--- src/rtl/main_bus_arbiter.sv ---
// Round-robin arbiter/sequencer for two requesters onto the main bus master port.
// Latency: grant and bus_valid one edge after req; done two edges after req at best.
// Backpressure: bus is held until bus_ack or TIMEOUT bus cycles; later requests wait in IDLE.
module main_bus_arbiter #(
  parameter int PAGE_W  = 4,
  parameter int ADDR_W  = 16,
  parameter int DATA_W  = 64,
  parameter int TIMEOUT = 16
) (
  input  logic                  clk,
  input  logic                  resetN,
  input  logic [1:0]            req,
  input  logic [1:0]            req_rw,
  input  logic [2*PAGE_W-1:0]   req_page,
  input  logic [2*ADDR_W-1:0]   req_addr,
  input  logic [2*DATA_W-1:0]   req_wdata,
  output logic [1:0]            gnt,
  output logic [1:0]            done,
  output logic                  err,
  output logic [DATA_W-1:0]     rdata,
  output logic                  bus_valid,
  output logic                  bus_rw,
  output logic [PAGE_W-1:0]     bus_page,
  output logic [ADDR_W-1:0]     bus_addr,
  output logic [DATA_W-1:0]     bus_wdata,
  input  logic                  bus_ack,
  input  logic [DATA_W-1:0]     bus_rdata
);

  localparam int TW = (TIMEOUT > 2) ? $clog2(TIMEOUT) : 1;
  localparam logic [TW-1:0] TMAX = TW'(TIMEOUT - 1);

  typedef enum logic [1:0] {IDLE = 2'd0, BUS = 2'd1, RESP = 2'd2} state_t;

  state_t              state, state_nxt;
  logic                last, last_nxt;
  logic                id, id_nxt;
  logic [TW-1:0]       timer, timer_nxt;
  logic [1:0]          gnt_nxt, done_nxt;
  logic                err_nxt, bus_valid_nxt, bus_rw_nxt;
  logic [DATA_W-1:0]   rdata_nxt, bus_wdata_nxt;
  logic [PAGE_W-1:0]   bus_page_nxt;
  logic [ADDR_W-1:0]   bus_addr_nxt;
  logic                win;
  logic                timeout;

  // With both requesting, the one that was not served last wins.
  assign win     = (req == 2'b11) ? ~last : req[1];
  assign timeout = (timer == TMAX);

  always_ff @(posedge clk or negedge resetN) begin
    if (!resetN) state <= IDLE;
    else         state <= state_nxt;
  end

  always_comb begin
    state_nxt = state;
    case (state)
      IDLE:    if (|req) state_nxt = BUS;
      BUS:     if (bus_ack || timeout) state_nxt = RESP;
      RESP:    state_nxt = IDLE;
      default: state_nxt = IDLE;
    endcase
  end

  always_comb begin
    last_nxt      = last;
    id_nxt        = id;
    timer_nxt     = timer;
    gnt_nxt       = gnt;
    done_nxt      = done;
    err_nxt       = err;
    rdata_nxt     = rdata;
    bus_valid_nxt = bus_valid;
    bus_rw_nxt    = bus_rw;
    bus_page_nxt  = bus_page;
    bus_addr_nxt  = bus_addr;
    bus_wdata_nxt = bus_wdata;
    case (state)
      IDLE: begin
        gnt_nxt       = '0;
        done_nxt      = '0;
        err_nxt       = 1'b0;
        rdata_nxt     = '0;
        bus_valid_nxt = 1'b0;
        if (|req) begin
          id_nxt        = win;
          gnt_nxt       = win ? 2'b10 : 2'b01;
          timer_nxt     = '0;
          bus_valid_nxt = 1'b1;
          bus_rw_nxt    = req_rw[win];
          bus_page_nxt  = win ? req_page[2*PAGE_W-1:PAGE_W]   : req_page[PAGE_W-1:0];
          bus_addr_nxt  = win ? req_addr[2*ADDR_W-1:ADDR_W]   : req_addr[ADDR_W-1:0];
          bus_wdata_nxt = win ? req_wdata[2*DATA_W-1:DATA_W] : req_wdata[DATA_W-1:0];
        end
      end
      BUS: begin
        // An ack on the final timer cycle still counts as a good completion.
        if (bus_ack) begin
          done_nxt      = id ? 2'b10 : 2'b01;
          err_nxt       = 1'b0;
          rdata_nxt     = bus_rw ? '0 : bus_rdata;
          bus_valid_nxt = 1'b0;
        end else if (timeout) begin
          done_nxt      = id ? 2'b10 : 2'b01;
          err_nxt       = 1'b1;
          rdata_nxt     = '0;
          bus_valid_nxt = 1'b0;
        end else begin
          timer_nxt = timer + TW'(1);
        end
      end
      RESP: begin
        last_nxt  = id;
        gnt_nxt   = '0;
        done_nxt  = '0;
        err_nxt   = 1'b0;
        rdata_nxt = '0;
      end
      default: ;
    endcase
  end

  always_ff @(posedge clk or negedge resetN) begin
    if (!resetN) begin
      last      <= 1'b1;
      id        <= 1'b0;
      timer     <= '0;
      gnt       <= '0;
      done      <= '0;
      err       <= 1'b0;
      rdata     <= '0;
      bus_valid <= 1'b0;
      bus_rw    <= 1'b0;
      bus_page  <= '0;
      bus_addr  <= '0;
      bus_wdata <= '0;
    end else begin
      last      <= last_nxt;
      id        <= id_nxt;
      timer     <= timer_nxt;
      gnt       <= gnt_nxt;
      done      <= done_nxt;
      err       <= err_nxt;
      rdata     <= rdata_nxt;
      bus_valid <= bus_valid_nxt;
      bus_rw    <= bus_rw_nxt;
      bus_page  <= bus_page_nxt;
      bus_addr  <= bus_addr_nxt;
      bus_wdata <= bus_wdata_nxt;
    end
  end

endmodule

--- config.mk ---
export PLATFORM = sky130hd
export DESIGN_NAME = main_bus_arbiter
export DESIGN_NICKNAME = d
export VERILOG_FILES = /design/src/rtl/main_bus_arbiter.sv
export SDC_FILE = /design/constraint.sdc
export NUM_CORES = 1
export LEC_CHECK = 0
export ABC_AREA = 0
export CAP_MARGIN = 20
export CORE_AREA = 2 2 153 155
export CTS_CLUSTER_DIAMETER = 80
export DETAILED_ROUTE_END_ITERATION = 16
export DIE_AREA = 0 0 155 157
export GPL_TIMING_DRIVEN = 0
export HOLD_SLACK_MARGIN = 0.12
export PLACE_DENSITY = 0.69
export RECOVER_POWER = 25
export SYNTH_ARGS = -nofsm -noshare
export SYNTH_HDL_FRONTEND = slang
export SYNTH_SLANG_ARGS = --single-unit
--- constraint.sdc ---
create_clock -name clk -period 1.8 [get_ports clk]
set_input_delay 0.36 -clock clk [delete_from_list [all_inputs] [get_ports clk]]
set_output_delay 0.36 -clock clk [all_outputs]
set_load 0.005 [all_outputs]
-- After elaboration in Yosys (flattened, before gate mapping)
Index checks and enable logic that the tools add are counted.
- order comparisons: 1
- equality and inequality tests: 9
- reductions and logical operators: 12
- add/sub/neg operators: 1
- bitwise gates (word level): 1
- mux-type cells: 31
- operators by type and width (kind ; number):
    $mux W64 ; 4
    $pmux W64 S2 ; 1
    $mux W16 ; 1
    $mux W4 ; 4
    $mux W2 ; 7
    $pmux W2 S2 ; 3
    $mux W1 ; 8
    $ne A2 B2 Y1 const B ; 4
    $pmux W4 S2 ; 1
    $reduce_and A2 Y1 ; 4
    $reduce_bool A2 Y1 ; 3
    $add A4 B1 Y4 const B ; 1
    $eq A2 B2 Y1 const B ; 2
    $eq A4 B4 Y1 const B ; 1
    $pmux W1 S2 ; 2
    $reduce_and A4 Y1 ; 1
    $reduce_or A2 Y1 ; 2
    $ne A3 B3 Y1 const B ; 1
    $eq A2 B1 Y1 const B ; 1
    $logic_not A2 Y1 ; 1
    $lt A1 B2 Y1 const B ; 1
    $logic_or A1 B1 Y1 ; 1
    $not A1 Y1 ; 1
- register bits: 163
- logic and storage cells: 68
- bits of input ports: 239
- output and inout bits: 155

-- Depth between registers and ports, before layout
Gate-level depths: netlist (run 1).
- depth in word-level cells: 5
- depth in mapped cells: 8
- gate-level depth less buffers: 5

-- Worst setup path after synthesis (run 1)
OpenSTA, ideal clock, no wires.
- path kind: register -> register
- start point: register timer[0]
- end point: register rdata[13]
- buffers on the path: 2
- arrival: 1524 ps
- required time: 1734 ps
- period minus slack after synthesis: 1591 ps
- library setup time: 66 ps
- stages on the path, launching flop included: 8
- setup slack: 209 ps
- path through: dfrtp_1 ha_1 a31oi_2 nor2_2 nor2b_1 buf_2 buf_2 a22o_1
- word-level cells in the longest chain between the ends: 3
- ends and longest elaborated chain (item ; line ; text):
    from (decl) ; 38 ; logic [TW-1:0] timer, timer_nxt;
    from (signal assigned) ; 141 ; timer <= timer_nxt;
    $eq A4 B4 Y1 ; 49 ; assign timeout = (timer == TMAX);
    $ne A3 B3 Y1 (no source line) ; -- ;
    $reduce_and A2 Y1 (no source line) ; -- ;
    to (signal assigned) ; 145 ; rdata <= rdata_nxt;
    to (decl) ; 20 ; output logic [DATA_W-1:0] rdata,
No other way between the ends.
A chain may end at the register's enable or synchronous reset.

-- Final worst setup path (run 1)
- start point: register state[1]
- end point: register bus_wdata[60]
- word-level cells in the longest chain between the ends: 2
- ends and longest elaborated chain (item ; line ; text):
    from (decl) ; 35 ; state_t state, state_nxt;
    from (signal assigned) ; 53 ; else state <= state_nxt;
    $logic_not A2 Y1 ; 79 ; case (state)
    $reduce_and A2 Y1 (no source line) ; -- ;
    to (signal assigned) ; 150 ; bus_wdata <= bus_wdata_nxt;
    to (decl) ; 25 ; output logic [DATA_W-1:0] bus_wdata,
No other way between the ends.

==> flow_summary.json, run 1 <==
{
  "slowest_stage": "a222oi_1",
  "peakVddDrop_v": 0.000666,
  "clk_latency_ps": 420,
  "grt_usage": 0.195,
  "grt_max_degree": 88,
  "regArea_mm2": 0.00408,
  "wl_per_cell_um": 20.3,
  "routed_via_density": 4.96,
  "cp_data_required_time_ps": 2100,
  "report.final.hold_viol_count": 0,
  "std_cell_rows": 55,
  "critPathKind": "reg2reg",
  "root_buffer": "clkbuf_16",
  "worstPathMaxFanout": 10,
  "fin_crit_sh": 0.952,
  "cts_buffers": 17,
  "synth_cell_type_count": 30,
  "coreArea_mm2": 0.0225,
  "path_cells": "buf_4 -> nor2_4 -> o21ai_2 -> buf_4 -> clkbuf_4 -> a222oi_1 -> inv_1",
  "cp_common_cell": "buf_4",
  "utilization": 0.510,
  "end_kind": "flip-flop",
  "startpoint_type": "flip-flop",
  "pre_cts_slack_ps": -530,
  "avgSynthCellArea_um2": 12.9,
  "netlist.area_leader.share": 0.640,
  "synth_seq_cells": 163,
  "hold_slack_ps": 482,
  "grt_pass1_wl_mm": 35.8,
  "fin_ws_ps": 86.4,
  "die_area_mm2": 0.0243,
  "synth_area_leader_cell": "dfrtp_1",
  "synth_ff_type": "dfrtp_1",
  "totalWireLength_mm": 24.4,
  "antenna_found_initial": 3,
  "ant_nets": 0,
  "rsz0062_at_grt": "true",
  "finalCriticalPeriod_ps": 1710,
  "drv_slew": 0,
  "start_util": 0.282,
  "dieWidth_um": 155,
  "area_growth_pct": 80.9,
  "path_delay_family": "buffers and inverters",
  "globalRouteOverflowTotal": 0,
  "clkSinkCount": 163,
  "dr.pass1.iters": 9,
  "drive_gt1_frac": 0.0928,
  "yosys-top-cells-area": "dfrtp_1 (64%), a222oi_1 (13%), a22o_1 (8.8%)",
  "cts_max_path_buffers": 2,
  "fill_cells": 2010,
  "dieHeight_um": 157,
  "max-cap-violations": 0,
  "max_freq_mhz": 584,
  "first_iter_violations": 639,
  "drc": 0,
  "cpPeakStageDelay_ps": 380,
  "yosysMostFrequentCell": "dfrtp_1",
  "worst_pin_slew_ps": 631,
  "port-buffer-count": 393,
  "syn_inst": 491,
  "vias": 5971,
  "finalClockSkew_ps": 14.3,
  "setup_viol": 0,
  "p_leak_nw": 5.28,
  "synth_edf_count": 0,
  "status": "finished, final reports clean",
  "cts_tree": "built",
  "yosysWarnings": 0,
  "min-delay-path-class": "reg2reg",
  "p_per_area_mw_per_mm2": 1500,
  "async_flop_share": 1.00,
  "hpwl_mm": 18.3,
  "ctsHtreeMaxLevel": 4,
  "worst-path-buf-inv": 4,
  "max-slew-margin-rel": 0.579,
  "first_global_vias": 6135,
  "arrival_ps": 2020,
  "io_pins": 394,
  "syn-num-nets": 731,
  "synthTopCellsByCount": "dfrtp_1 (162), inv_1 (87), a222oi_1 (85), a22o_1 (64), buf_2 (31)",
  "path_clk_slew_ps": 70,
  "multi_input_area_mm2": 0.00175,
  "gp_congestion": 0.794,
  "yosysSeqAreaShare": 0.644,
  "fin_nets": 1145,
  "syn_area_mm2": 0.00634
}
flip-flops by register name, summed over array words and instances (netlist names):
name and cells:
bus_wdata 64, rdata 64, err 1, bus_valid 1, done 2, last 1
timer 4, state 2, id 1, bus_addr 16, bus_rw 1, gnt 2
bus_page 4
logic make-up (layout without fill, tap and decap cells):
logic type | Yosys count | count (layout) | synth area share
compound gates | 166 | 166 | 0.242
fa+ha+maj | 1 | 1 | 0.00197
buf+inv | 132 | 557 | 0.0861
flops | 163 | 163 | 0.644
mux | 1 | 1 | 0.00178
other cells | 0 | 2 | 0
simple gates | 28 | 28 | 0.0247
cells in the final DEF, fill, tap and decap left out, types with 2 or more instances in the layout:
cell type and count:
diode_2 2, clkbuf_4 3, o21ai_0 4, nor2_4 2, buf_2 12, nor2b_1 3
clkinv_4 3, o31ai_1 2, a21oi_1 3, a222oi_1 85, nand2_1 6, clkbuf_1 4
clkbuf_2 8, a21o_1 3, nand2b_1 2, buf_4 14, dfrtp_1 161, nor2_1 3
nand3_1 6, inv_1 87, bufinv_16 6, clkdlybuf4s50_1 391, buf_6 4, clkbuf_16 17
a22o_1 64
worst reg2reg max path, cell delays in order, from the launching register on:
cell and delay, ps:
dfrtp_1 360, buf_4 170, nor2_4 110, o21ai_2 90, buf_4 200, clkbuf_4 210
a222oi_1 380, inv_1 70
path summary, 6_finish.rpt:
path	start	end	slack, ps	depth (start not counted)
setup / recovery	state[1]	bus_wdata[60]	90	7
hold / removal	gnt[0]	gnt[0]	480	1
setup reg to reg	state[1]	bus_wdata[60]	90	7
hold reg to reg	gnt[0]	gnt[0]	480	1
max in group asynchronous	resetN	rdata[43]	400	3
min in group asynchronous	resetN	rdata[23]	510	2
report_power, final:
group / leakage, nW / internal [mW] / switching [mW]
sequential: 2.10 / 5.04 / 0.814
clock: 0.326 / 2.65 / 1.55
combinational: 2.85 / 4.23 / 2.95
cell type report:
cell class,instances,share of cell area
inverter,87,0.0285
timing repair buffer,397,0.349
antenna,2,0.000436
multi-input combinational,196,0.152
tap,285,0.0311
buffer,43,0.0241
clock buffer,19,0.0386
sequential,163,0.356
clock inverter,11,0.0197
metrics by stage:
stage | power [mW] | std cells | area (um2) | setup TNS [ps]
after floorplan | 8.61 | 491 | 6340 | 0
after global placement | 12.8 | 1169 | 10600 | -1125000
after detailed placement | 12.9 | 1170 | 10700 | -55290
after CTS | 17.3 | 1201 | 11400 | 0
after global routing | 18.3 | 1202 | 11500 | -347
final | 17.2 | 1203 | 11500 | 0
layer usage:
| layer | global-route usage | share of wire | vias up |
|---|---|---|---|
| li1 | - | - | 2721 |
| met1 | 0.229 | 0.39 | 2926 |
| met2 | 0.339 | 0.51 | 305 |
| met3 | 0.0644 | 0.088 | 19 |
| met4 | 0.0564 | 0.012 | 0 |
| met5 | 0 | 0 | - |
timing repair:
action                                  4_1_cts  5_1_grt
setup buffers                                 1        1
hold buffers                                  1        0
pin swaps                                     4       21
hold endpoints to repair                     76        0
gates resized for setup                      23       23
endpoints found under the setup margin      140      138
Power figures use the tool's default switching activity.
==> run 2, diff against run 1 <==
- CELL_PAD_IN_SITES_DETAIL_PLACEMENT: unset -> 0
- CELL_PAD_IN_SITES_GLOBAL_PLACEMENT: unset -> 1
- CORE_AREA: 2 2 153 155 -> 2 2 165 151
- DIE_AREA: 0 0 155 157 -> 0 0 167 153
- PLACE_DENSITY: 0.69 -> unset
- PLACE_DENSITY_LB_ADDON: unset -> 0.1
==> flow_summary.json, run 2 (synthesis results as in run 1) <==
{
  "status": "finished, final reports clean",
  "finalCriticalPeriod_ps": 1710,
  "path_delay_family": "buffers and inverters",
  "cts_tree": "built",
  "rsz0062_at_grt": "false",
  "start_util": 0.266,
  "fin_ws_ps": 88.9,
  "drive_gt1_frac": 0.0914,
  "worst_pin_slew_ps": 536,
  "p_leak_nw": 5.23,
  "setup_viol": 0,
  "first_iter_violations": 533,
  "routed_via_density": 4.93,
  "max-slew-margin-rel": 0.643,
  "grt_pass1_wl_mm": 37.1,
  "startpoint_type": "flip-flop",
  "cpPeakStageDelay_ps": 530,
  "finalClockSkew_ps": 10.6,
  "clkSinkCount": 163,
  "arrival_ps": 1350,
  "path_clk_slew_ps": 70,
  "report.final.hold_viol_count": 0,
  "dieHeight_um": 153,
  "stdcell_count": 1227,
  "vias": 6043,
  "end_kind": "primary output",
  "dr.pass1.iters": 8,
  "final_cell_mix": "clkdlybuf4s50_1 (391), dfrtp_1 (161), inv_1 (87), a222oi_1 (85), a22o_1 (64)",
  "drv_slew": 0,
  "pre_cts_slack_ps": -460,
  "root_buffer": "clkbuf_16",
  "area_growth_pct": 80.3,
  "antenna_found_initial": 0,
  "worstPathMaxFanout": 2,
  "cts_max_path_buffers": 2,
  "placed_cells": 1193,
  "max-cap-violations": 0,
  "worst-path-buf-inv": 1,
  "globalRouteOverflowTotal": 0,
  "ant_nets": 0,
  "peakVddDrop_v": 0.000586,
  "clk_latency_ps": 430,
  "dieWidth_um": 167,
  "grt_max_degree": 102,
  "hold_slack_ps": 433,
  "drc": 0,
  "p_per_area_mw_per_mm2": 1470,
  "gp_congestion": 0.817,
  "fin_crit_sh": 0.951,
  "path_cells": "clkdlybuf4s50_1",
  "io_pins": 394,
  "max_freq_mhz": 584,
  "first_global_vias": 6498,
  "slowest_stage": "clkdlybuf4s50_1",
  "hpwl_mm": 18.1,
  "layout_commonest_cell": "clkdlybuf4s50_1",
  "fin_nets": 1147,
  "fill_cells": 2188,
  "min-delay-path-class": "in2async",
  "cts_buffers": 17,
  "std_cell_rows": 54,
  "totalWireLength_mm": 24.0,
  "top_regs": "bus_wdata (64), rdata (64), bus_addr (16)",
  "n_antenna_cell": 0,
  "coreArea_mm2": 0.0239,
  "grt_usage": 0.187,
  "port-buffer-count": 393,
  "ctsHtreeMaxLevel": 4,
  "cp_data_required_time_ps": 1440,
  "wl_per_cell_um": 19.6,
  "die_area_mm2": 0.0256,
  "critPathKind": "reg2out"
}
[run 2: changes by cell type in the layout (fill, tap and decap cells not counted), sizes merged]
cell      change
inv           +5
buf           +4
bufinv        -4
clkbuf        -4
diode         -2
clkinv        +1
clkinvlp      +1
[run 2: final cells by class]
class / count / area, um2 / share of cell area
flip-flops and latches: 163 / 4080 / 0.357
repair buffers: 399 / 4010 / 0.351
clock buffers: 17 / 425 / 0.0372
well taps: 308 / 385 / 0.0337
multi-input cells: 196 / 1750 / 0.153
plain buffers: 43 / 279 / 0.0244
inverters: 87 / 327 / 0.0286
clock inverters: 14 / 170 / 0.0149
[run 2: power breakdown]
group          total (mW)  switching, mW  internal (mW)
logic                7.18           2.94           4.23
clock network        3.71           1.62           2.09
registers            5.85          0.811           5.04
[run 2: path summary, 6_finish.rpt]
kind | startpoint | cells past startpoint | slack [ps] | end
min in group clk | gnt[1] | 1 | 480 | gnt[1]
worst max register to register | timer[0] | 7 | 100 | rdata[18]
worst min register to register | gnt[1] | 1 | 480 | gnt[1]
max in group asynchronous | resetN | 3 | 490 | bus_wdata[41]
worst max-delay path | bus_rw | 1 | 90 | bus_rw
worst min-delay path | resetN | 2 | 430 | rdata[43]
[run 2: repair_timing]
item / in CTS / in global routing
gates resized for setup: 21 / 18
setup buffers: 4 / 0
endpoints found under the hold margin: 62 / 0
hold buffers: 1 / 0
setup endpoints to repair: 126 / 132
pin swaps: 2 / 11
[run 2: layer usage]
| metal | GRT usage | part of all wire | vias up | wire length [um] |
|---|---|---|---|---|
| met5 | 0 | 0 | - | 0 |
| li1 | - | - | 2716 | - |
| met4 | 0.0739 | 0.028 | 0 | 669 |
| met2 | 0.320 | 0.50 | 271 | 12100 |
| met3 | 0.0588 | 0.076 | 38 | 1830 |
| met1 | 0.219 | 0.39 | 3018 | 9380 |
[run 2: metrics by stage]
step | setup TNS, ps | total power, mW | cell area [um2] | utilization
3_3_place_gp | -1086440 | 12.8 | 10700 | 0.447
3_5_place_dp | -52850 | 12.9 | 10700 | 0.448
5_1_grt | 0 | 17.8 | 11400 | 0.479
2_1_floorplan | 0 | 8.61 | 6340 | -
6_report | 0 | 16.7 | 11400 | 0.479
4_1_cts | 0 | 16.9 | 11400 | 0.477
